==> config.mk <==
export PLATFORM = sky130hd
export DESIGN_NAME = prog_loader
export DESIGN_NICKNAME = d
export VERILOG_FILES = /design/src/rtl/cpu_pkg.sv /design/src/rtl/byte_packer.sv /design/src/rtl/prog_loader.sv
export SDC_FILE = /design/constraint.sdc
export NUM_CORES = 1
export LEC_CHECK = 0
export CORE_UTILIZATION = 40
export CTS_CLUSTER_DIAMETER = 150
export CTS_CLUSTER_SIZE = 10
export DETAILED_ROUTE_END_ITERATION = 6
export GPL_ROUTABILITY_DRIVEN = 0
export SLEW_MARGIN = 15
export SYNTH_ARGS = -nofsm -noshare
export SYNTH_HDL_FRONTEND = slang
export SYNTH_SLANG_ARGS = --single-unit
==> constraint.sdc <==
create_clock -name clk -period 2.62 [get_ports clk]
set_input_delay 0.393 -clock clk [delete_from_list [all_inputs] [get_ports clk]]
set_output_delay 0.393 -clock clk [all_outputs]
set_load 0.01 [all_outputs]
==> src/rtl/cpu_pkg.sv <==
// Shared CPU/loader definitions: memory geometry and the loader state encoding.
package cpu_pkg;
    localparam int WIDTH    = 32;
    localparam int ADDRSIZE = 12;
    localparam int MEMSIZE  = 2 ** ADDRSIZE;

    typedef enum logic [2:0] {
        IDLE,
        HDR_HI,
        HDR_LO,
        DATA,
        CHK,
        DONE,
        ERR
    } ld_state_e;
endpackage

==> src/rtl/byte_packer.sv <==
// Packs a big-endian byte stream into WIDTH-bit words; the completed word is
// presented combinationally alongside the byte that finishes it.
module byte_packer #(
    parameter int WIDTH = 32
) (
    input  logic             clk,
    input  logic             rst_n,
    input  logic             clear_i,
    input  logic             byte_valid_i,
    input  logic [7:0]       byte_i,
    output logic [WIDTH-1:0] word_o,
    output logic             word_valid_o
);
    localparam int BPW = WIDTH / 8;
    localparam int CW  = (BPW > 1) ? $clog2(BPW) : 1;

    logic [CW-1:0]    cnt_q;
    logic [WIDTH-9:0] acc_q;
    logic             last_byte;

    assign last_byte    = (cnt_q == CW'(BPW - 1));
    assign word_o       = {acc_q, byte_i};
    assign word_valid_o = byte_valid_i && last_byte;

    always_ff @(posedge clk or negedge rst_n) begin
        if (!rst_n) begin
            cnt_q <= '0;
            acc_q <= '0;
        end else if (clear_i) begin
            cnt_q <= '0;
            acc_q <= '0;
        end else if (byte_valid_i) begin
            cnt_q <= last_byte ? '0 : cnt_q + CW'(1);
            acc_q <= word_o[WIDTH-9:0];
        end
    end
endmodule

==> src/rtl/prog_loader.sv <==
// Boot loader: receives a counted, checksummed byte frame, writes it to memory
// from address 0, and holds the CPU in reset until the image is verified.
module prog_loader #(
    parameter int WIDTH    = cpu_pkg::WIDTH,
    parameter int ADDRSIZE = cpu_pkg::ADDRSIZE
) (
    input  logic                clk,
    input  logic                rst_n,
    input  logic                start,
    input  logic                in_valid,
    input  logic [7:0]          in_data,
    output logic                in_ready,
    output logic                mem_we,
    output logic [ADDRSIZE-1:0] mem_addr,
    output logic [WIDTH-1:0]    mem_wdata,
    output logic                cpu_rst,
    output logic                done,
    output logic                err
);
    import cpu_pkg::*;

    ld_state_e           state_q;
    logic [7:0]          hdr_q;
    logic [7:0]          chk_q;
    logic [ADDRSIZE-1:0] word_cnt_q;
    logic [ADDRSIZE-1:0] last_q;
    logic                mem_we_q;
    logic [WIDTH-1:0]    mem_wdata_q;
    logic                cpu_rst_q;
    logic                done_q;
    logic                err_q;

    logic             accept;
    logic [16:0]      n_w;
    logic             n_ok;
    logic [WIDTH-1:0] word;
    logic             word_valid;

    assign in_ready = (state_q == HDR_HI || state_q == HDR_LO ||
                       state_q == DATA   || state_q == CHK) && !start;
    assign accept   = in_valid && in_ready;

    assign n_w  = {1'b0, hdr_q, in_data};
    assign n_ok = (n_w != 17'd0) && (n_w <= (17'd1 << ADDRSIZE));

    byte_packer #(.WIDTH(WIDTH)) u_packer (
        .clk         (clk),
        .rst_n       (rst_n),
        .clear_i     (start),
        .byte_valid_i(accept && state_q == DATA),
        .byte_i      (in_data),
        .word_o      (word),
        .word_valid_o(word_valid)
    );

    always_ff @(posedge clk or negedge rst_n) begin
        if (!rst_n) begin
            state_q     <= IDLE;
            hdr_q       <= '0;
            chk_q       <= '0;
            word_cnt_q  <= '0;
            last_q      <= '0;
            mem_we_q    <= 1'b0;
            mem_wdata_q <= '0;
            cpu_rst_q   <= 1'b1;
            done_q      <= 1'b0;
            err_q       <= 1'b0;
        end else begin
            mem_we_q <= 1'b0;
            if (start && state_q != IDLE) begin
                state_q    <= HDR_HI;
                chk_q      <= '0;
                word_cnt_q <= '0;
                cpu_rst_q  <= 1'b1;
                done_q     <= 1'b0;
                err_q      <= 1'b0;
            end else begin
                // Address advances during the write cycle so it stays stable
                // while mem_we is high, and parks on N-1 after the last word.
                if (mem_we_q && word_cnt_q != last_q)
                    word_cnt_q <= word_cnt_q + ADDRSIZE'(1);
                case (state_q)
                    IDLE: state_q <= HDR_HI;
                    HDR_HI: if (accept) begin
                        hdr_q   <= in_data;
                        state_q <= HDR_LO;
                    end
                    HDR_LO: if (accept) begin
                        if (n_ok) begin
                            last_q  <= ADDRSIZE'(n_w - 17'd1);
                            state_q <= DATA;
                        end else begin
                            err_q   <= 1'b1;
                            state_q <= ERR;
                        end
                    end
                    DATA: if (accept) begin
                        chk_q <= chk_q ^ in_data;
                        if (word_valid) begin
                            mem_we_q    <= 1'b1;
                            mem_wdata_q <= word;
                            if (word_cnt_q == last_q) state_q <= CHK;
                        end
                    end
                    CHK: if (accept) begin
                        if (in_data == chk_q) begin
                            done_q    <= 1'b1;
                            cpu_rst_q <= 1'b0;
                            state_q   <= DONE;
                        end else begin
                            err_q   <= 1'b1;
                            state_q <= ERR;
                        end
                    end
                    default: ;
                endcase
            end
        end
    end

    assign mem_we    = mem_we_q;
    assign mem_addr  = word_cnt_q;
    assign mem_wdata = mem_wdata_q;
    assign cpu_rst   = cpu_rst_q;
    assign done      = done_q;
    assign err       = err_q;
endmodule

==> metrics.md, run 1 <==
| Metric | Value |
|---|---|
| Core Rows | 40 |
| Vias in the first global route | 3381 |
| Largest family of logic cells by synthesized area | simple AND/OR/NAND/NOR gates |
| Xor/xnor share of the synthesized area | 5.42% |
| R2R Path End | last_q[0] |
| DRC Markers | 0 |
| Mux share of post-synthesis cell area | roughly 13% |
| Worst-Skew Late Latency | about 0.34 ns |
| Final Cell Area | around 6000 um2 |
| Cells after Synth | approximately 450 |
| TritonCTS clock tree | done |
| Leading cell type in the layout, fill and taps excluded | dfrtp_1 |
| Crit path from | state_q[0] |
| Hold-critical path depth | 2 |
| Setup tns final | 0 ns |
| CTS Hold Bufs | 1 |
| Register area | 2630 um2 |
| Number of flops mapped to enable cells by yosys | 0 |
| Via count | 3464 |
| Commonest non-fill, non-tap cells in the layout | dfrtp_1, nand2_1, clkdlybuf4s50_1 |
| DRT Wirelength | ~11000 um |
| Multi-input gate area | between 2000 and 2500 um2 |
| ANT nets after route | 0 |
| Worst slew margin | between 50% and 60% |
| RSZ-0062 raised after global routing | false |
| Clock Skew | 0.00783 ns |
| Crit end category | primary output |
| Die height | around 110 um |
| Avg WL per Cell | about 15 um |
| Setup violators final | 0 |
| Static leakage | approximately 0.0028 uW |
| Worst vdd ir | slightly above 400 uV |
| Area Overhead vs Synth | 22.6% |
| First-pass GRT wire length | roughly 18000 um |
| Ports | 61 |
| Placed wire-length estimate | 7500 um |
| Hold crit path type | flop to flop |
| CTS Buffer Depth | 2 |
| Syn Nets | roughly 460 |
| Placed cells | between 600 and 700 |
| Final Hold Vio Count | 0 |
| Setup CP Type | flop to primary output |
| Layout fillers | 1130 |
| Post-Layout Cell Count | between 600 and 700 |
| Grt ovf | 0 |
| Endpoint, Worst Hold | u_packer.acc_q[12] |
| TritonCTS buffer count | 9 |
| H-tree levels | 3 |
| Final worst-path cycle share | between 80 and 90% |
| Final WS setup | around 0.34 ns |
| Cell Pwr Density | around 670 nW/um2 |
| Die area | 13000 um2 |
| Least-Margin Pin Slew | 0.599 ns |
| Critical path data required time | 2.23 ns |
| Sequential-to-total area share from yosys stat | a little over half |
| M1 wire length | about 5300 um |
| Avg Cell Area, Syn | between 10 and 15 um2 |
| Setup bufs post-CTS | 0 |
| Max layer used | met4 |
| WP data arrival | around 1.9 ns |
| Max-slew violations | 0 |
| R2R depth | 4 |
| Synth Cell Area | about 5000 um2 |
| Asr flop ratio synth | 100% |
| Wire length on met2 | roughly 4800 um |
| Minimum clock period | roughly 2.3 ns |
| First-pass DRT Iterations | 4 |
| Initial antenna violation count | 0 |
| Layout cells sized above 1 | between 10% and 20% |
| Main synth FF type | dfrtp_1 |
| Max-cap violations | 0 |
| Starting density of the core | 41.3% |
| DR WL met3 | about 300 um |
| RR Startpoint | state_q[0] |
| CP Launch Type | flop |
| Number of synthesized register bits | ~110 |
| Largest fanout on the critical path | 11 |
| Die width | between 100 and 150 um |
| Fmax | 439 MHz |
| Clk sinks | approximately 110 |
| Syn. warnings | 0 |
| Port bufs | 60 |
| Dpl ws | between 0.08 and 0.09 ns |
| Initial DRC Count | ~180 |
| Synth Area in Compound Gates | slightly below 7% |
| Synth cell types | 49 |
| WHS | approximately 0.5 ns |
| Global Route Usage Sum | roughly 18% |
| Status | completed |
| Diodes inserted | 0 |
| Synth Area in Adders | less than 1% |
| R2r setup slk | around 0.52 ns |
| Hold Crit Start | u_packer.acc_q[4] |
| # nets final | between 500 and 600 |
| Simple-gate share of the synthesized area | a little under a fifth |
| CTS resizes | 0 |
| Via density | a little over 5 |
| Placed Area | between 5000 and 6000 um2 |
| Core Box Area | about 12000 um2 |
| Clock Pin Slew Worst Setup and Hold Paths | ~0.070 ns |
| Root Driver | clkbuf_16 |
| Pin count of the biggest net entering global routing | between 50 and 60 |
[kinds of logic after synthesis]
group                    after synthesis
AO/OA/AOI/OAI                         54
XOR/XNOR                              31
adder cells (fa/ha/maj)                4
buffers and inverters                 36
flip-flops                           105
multiplexers                          54
AND/OR/NAND/NOR                      163
[cells in the mapped netlist (all sizes together), types with 4 or more instances]
| library cell | count | area (um2) |
|---|---|---|
| nand2 | 69 | 267 |
| nand3b | 26 | 195 |
| and2 | 4 | 25.0 |
| nor3 | 6 | 35.0 |
| o21ai | 27 | 135 |
| xor2 | 8 | 70.1 |
| dfrtp | 104 | 2600 |
| xnor2 | 23 | 201 |
| or4 | 4 | 30.0 |
| nand4 | 7 | 56.3 |
| nor4 | 6 | 67.6 |
| ha | 4 | 50.1 |
| o31ai | 4 | 43.8 |
| inv | 8 | 30.0 |
| or3 | 9 | 56.3 |
| buf | 14 | 88.8 |
| nor2 | 18 | 67.6 |
| clkbuf | 14 | 52.6 |
| a21oi | 9 | 45.0 |
| mux2 | 51 | 608 |
[power by group]
group / internal [uW] / switching, uW / leakage (uW)
sequential: 1790 / 203 / 0.00143
clock: 697 / 581 / 0.000139
combinational: 391 / 430 / 0.00123
[stage by stage]
stage               util [%]  power [uW]
floorplan                  -        2600
global placement        48.3        2830
detailed placement      48.3        2850
CTS                     50.7        4130
global route            50.7        4310
finish                  50.7        4090
[flip-flops by register name, indices dropped and copies added, names as in the netlist]
| register | flops |
|---|---|
| state_q | 3 |
| last_q | 12 |
| hdr_q | 8 |
| mem_wdata | 32 |
| u_packer.acc_q | 24 |
| chk_q | 8 |
| u_packer.cnt_q | 2 |
| cpu_rst | 1 |
| mem_addr | 12 |
| done | 1 |
| err | 1 |
| mem_we | 1 |
[worst max-delay path by stage]
stage	to	slack (ns)	depth (start not counted)
floorplan	last_q[10]	0.44	9
global placement	last_q[2]	0.13	8
detailed placement	last_q[0]	0.08	6
CTS	in_ready	0.33	4
global route	in_ready	0.21	4
finish	in_ready	0.34	4
[worst max-delay path, cell delays in order (launching register included)]
cell	delay (ns)
dfrtp_1	0.50
o21a_1	0.22
nor3_1	0.13
buf_4	0.16
clkdlybuf4s50_1	0.54
[metal layers]
layer	GRT usage, %	vias to the layer above
met5	0	-
met4	4.76	0
met3	2.98	6
met2	26.8	61
met1	25.8	1707
li1	-	1690
[final cells by class]
type / count / area share [%]
flip-flops and latches: 105 / 42.8
inverters: 8 / 0.489
multi-input cells: 306 / 36.0
well taps: 168 / 3.43
repair buffers: 82 / 12.7
clock buffers: 12 / 4.18
clock inverters: 3 / 0.428
(Power assumes the default switching activity.)
==> run 2: changes to the inputs <==
- CTS_BUF_LIST: default -> sky130_fd_sc_hd__clkbuf_16
- REMOVE_ABC_BUFFERS: default -> 1
==> run 2 against run 1 <==
  * Final cell count rose by 1.2%
  * Clock power up 6%
  * Hold slack lost 0.45 ns
  * Combinational power increased by 3.7%
  * Sequential share of layout area is 0.39 points lower
  * Worst setup slack worse by 0.16 ns
  * Routed wire length increased by 3.9%
  * Clock skew is 0.0011 ns lower
  * First-iteration DRC count rose by 48%
  * Via count rose by 2.3%
==> metrics.md, run 2 (synthesis results as in run 1) <==
| Metric | Value |
|---|---|
| Status | completed (unchanged) |
| Least-Margin Pin Slew | 0.639 ns (was 0.599 ns) |
| Static leakage | 0.00284 uW (was 0.00281 uW) |
| WP data arrival | 2.05 ns (was 1.89 ns) |
| Clock Pin Slew Worst Setup and Hold Paths | 0.07 ns (about the same) |
| Starting density of the core | 41.3% (unchanged) |
| Clock Skew | 0.00671 ns (was 0.00783 ns) |
| Cell Pwr Density | 678 nW/um2 (was 667 nW/um2) |
| Max-slew violations | 0 (unchanged) |
| Minimum clock period | 2.44 ns (was 2.28 ns) |
| RSZ-0062 raised after global routing | false (unchanged) |
| Initial antenna violation count | 0 (unchanged) |
| Worst slew margin | 57.4% (was 60.0%) |
| Max reg flops | 32 (unchanged) |
| Initial DRC Count | 264 (was 178) |
| Layout fillers | 1143 (was 1130) |
| Setup tns final | 0 ns (unchanged) |
| Setup bufs post-CTS | 0 (unchanged) |
| CTS resizes | 0 (unchanged) |
| Worst vdd ir | 322 uV (was 409 uV) |
| Commonest non-fill, non-tap cells in the layout | dfrtp_1, nand2_1, clkdlybuf4s50_1 (unchanged) |
| Dpl ws | 0.0964 ns (was 0.0820 ns) |
| ANT nets after route | 0 (unchanged) |
| Ports | 61 (unchanged) |
| DRC Markers | 0 (unchanged) |
| TritonCTS buffer count | 9 (unchanged) |
| Pwr Total | 4200 uW (was 4090 uW) |
| Root Driver | clkbuf_16 (unchanged) |
| # nets final | 536 (was 528) |
| Pin count of the biggest net entering global routing | 49 (was 54) |
| TritonCTS clock tree | done (unchanged) |
| DRT Wirelength | 11000 um (was 10600 um) |
| Top Usage Layer GRT | met2 (unchanged) |
| Hold crit path type | input pin to async pin (was flop to flop) |
| CTS Hold Bufs | 0 (was 1) |
| Met3 Usage GRT | 3.24% (was 2.98%) |
| Met1 usage | 25.5% (was 25.8%) |
| Diodes inserted | 0 (unchanged) |
| Final Hold Vio Count | 0 (unchanged) |
| Final WS setup | 0.176 ns (was 0.340 ns) |
| Placed wire-length estimate | 7770 um (was 7500 um) |
| Port bufs | 60 (unchanged) |
| Critical path data required time | 2.23 ns (about the same) |
| Via density | 5.12 (was 5.06) |
| Area Overhead vs Synth | 23.7% (was 22.6%) |
| Fmax | 409 MHz (was 439 MHz) |
| Die area | 13000 um2 (unchanged) |
| Grt ovf | 0 (unchanged) |
| Final Util | 51.1% (was 50.7%) |
| First-pass GRT wire length | 18200 um (was 17900 um) |
| Setup CP Type | flop to primary output (unchanged) |
| CTS Buffer Depth | 2 (unchanged) |
| Core Box Area | 12100 um2 (unchanged) |
| CP Launch Type | flop (unchanged) |
| Via count | 3542 (was 3464) |
| Die width | 114 um (unchanged) |
| Leading cell type in the layout, fill and taps excluded | dfrtp_1 (unchanged) |
| Worst-Skew Late Latency | 0.36 ns (was 0.34 ns) |
| Final worst-path cycle share | 93.3% (was 87.0%) |
| Met2 Use GR | 28.0% (was 26.8%) |
| Clk sinks | 105 (unchanged) |
| Core Rows | 40 (unchanged) |
| Crit end category | primary output (unchanged) |
| Vias in the first global route | 3508 (was 3381) |
| Max-cap violations | 0 (unchanged) |
| H-tree levels | 3 (unchanged) |
| Die height | 114 um (unchanged) |
| First-pass DRT Iterations | 4 (unchanged) |
| Avg WL per Cell | 15.9 um (was 15.4 um) |
| Layout cells sized above 1 | 20.6% (was 19.0%) |
| Largest fanout on the critical path | 11 (unchanged) |
| Setup violators final | 0 (unchanged) |
| Global Route Usage Sum | 18.3% (was 17.5%) |
run 2: cell types whose count changed in the layout (fill, tap and decap cells not counted), sizes merged:
cell,before,now
buf,22,31
bufinv,0,1
clkbuf,12,9
clkinv,3,1
clkinvlp,0,3
dlygate4sd3,1,0
inv,8,9
run 2: worst max-delay path, cell delays in order (launching register included):
cell and delay, ns:
dfrtp_1 0.50, o21a_1 0.22, nor3_1 0.25, buf_4 0.19, clkdlybuf4s50_1 0.53
run 2: worst paths after layout:
| path | from | to | slack, ns | depth (start not counted) |
|---|---|---|---|---|
| setup / recovery | state_q[0] | in_ready | 0.18 | 4 |
| hold / removal | rst_n | u_packer.acc_q[9] | 0.05 | 1 |
| setup reg to reg | state_q[0] | last_q[2] | 0.50 | 4 |
| hold reg to reg | cpu_rst | cpu_rst | 0.49 | 2 |
| max in group asynchronous | rst_n | mem_wdata[30] | 1.81 | 2 |
| min in group clk | cpu_rst | cpu_rst | 0.49 | 2 |
run 2: report_power, final:
group / switching, uW / total (uW) / internal [uW]
Clock: 624 / 1360 / 740
Sequential: 196 / 1990 / 1790
Combinational: 444 / 851 / 406
Total: 1260 / 4200 / 2940
run 2: metal layers:
metal	share of wire [%]	vias up
met5	0	-
met4	2.0	0
met3	2.8	17
met2	45	57
met1	50	1769
li1	-	1699
run 2: cell type report:
cell class | instances | area, um2 | share of cell area [%]
inverters | 8 | 30.0 | 0.485
well taps | 168 | 210 | 3.39
repair buffers | 90 | 823 | 13.3
clock inverters | 6 | 68.8 | 1.11
multi-input cells | 306 | 2210 | 35.6
clock buffers | 9 | 225 | 3.64
flip-flops and latches | 105 | 2630 | 42.4
run 2: metrics by stage:
step / cells / area [um2] / hold slack (ns)
2_1_floorplan: 419 / 4870 / 0.0974
6_report: 692 / 6190 / 0.0455
3_3_place_gp: 677 / 5900 / 0.454
5_1_grt: 692 / 6190 / 0.0804
3_5_place_dp: 677 / 5900 / 0.455
4_1_cts: 692 / 6190 / 0.0674
==> run 3: changes to the inputs <==
- SLEW_MARGIN: 15 -> default
==> results of run 3 <==
Final layout, timing and power as in run 2 (identical DEF).
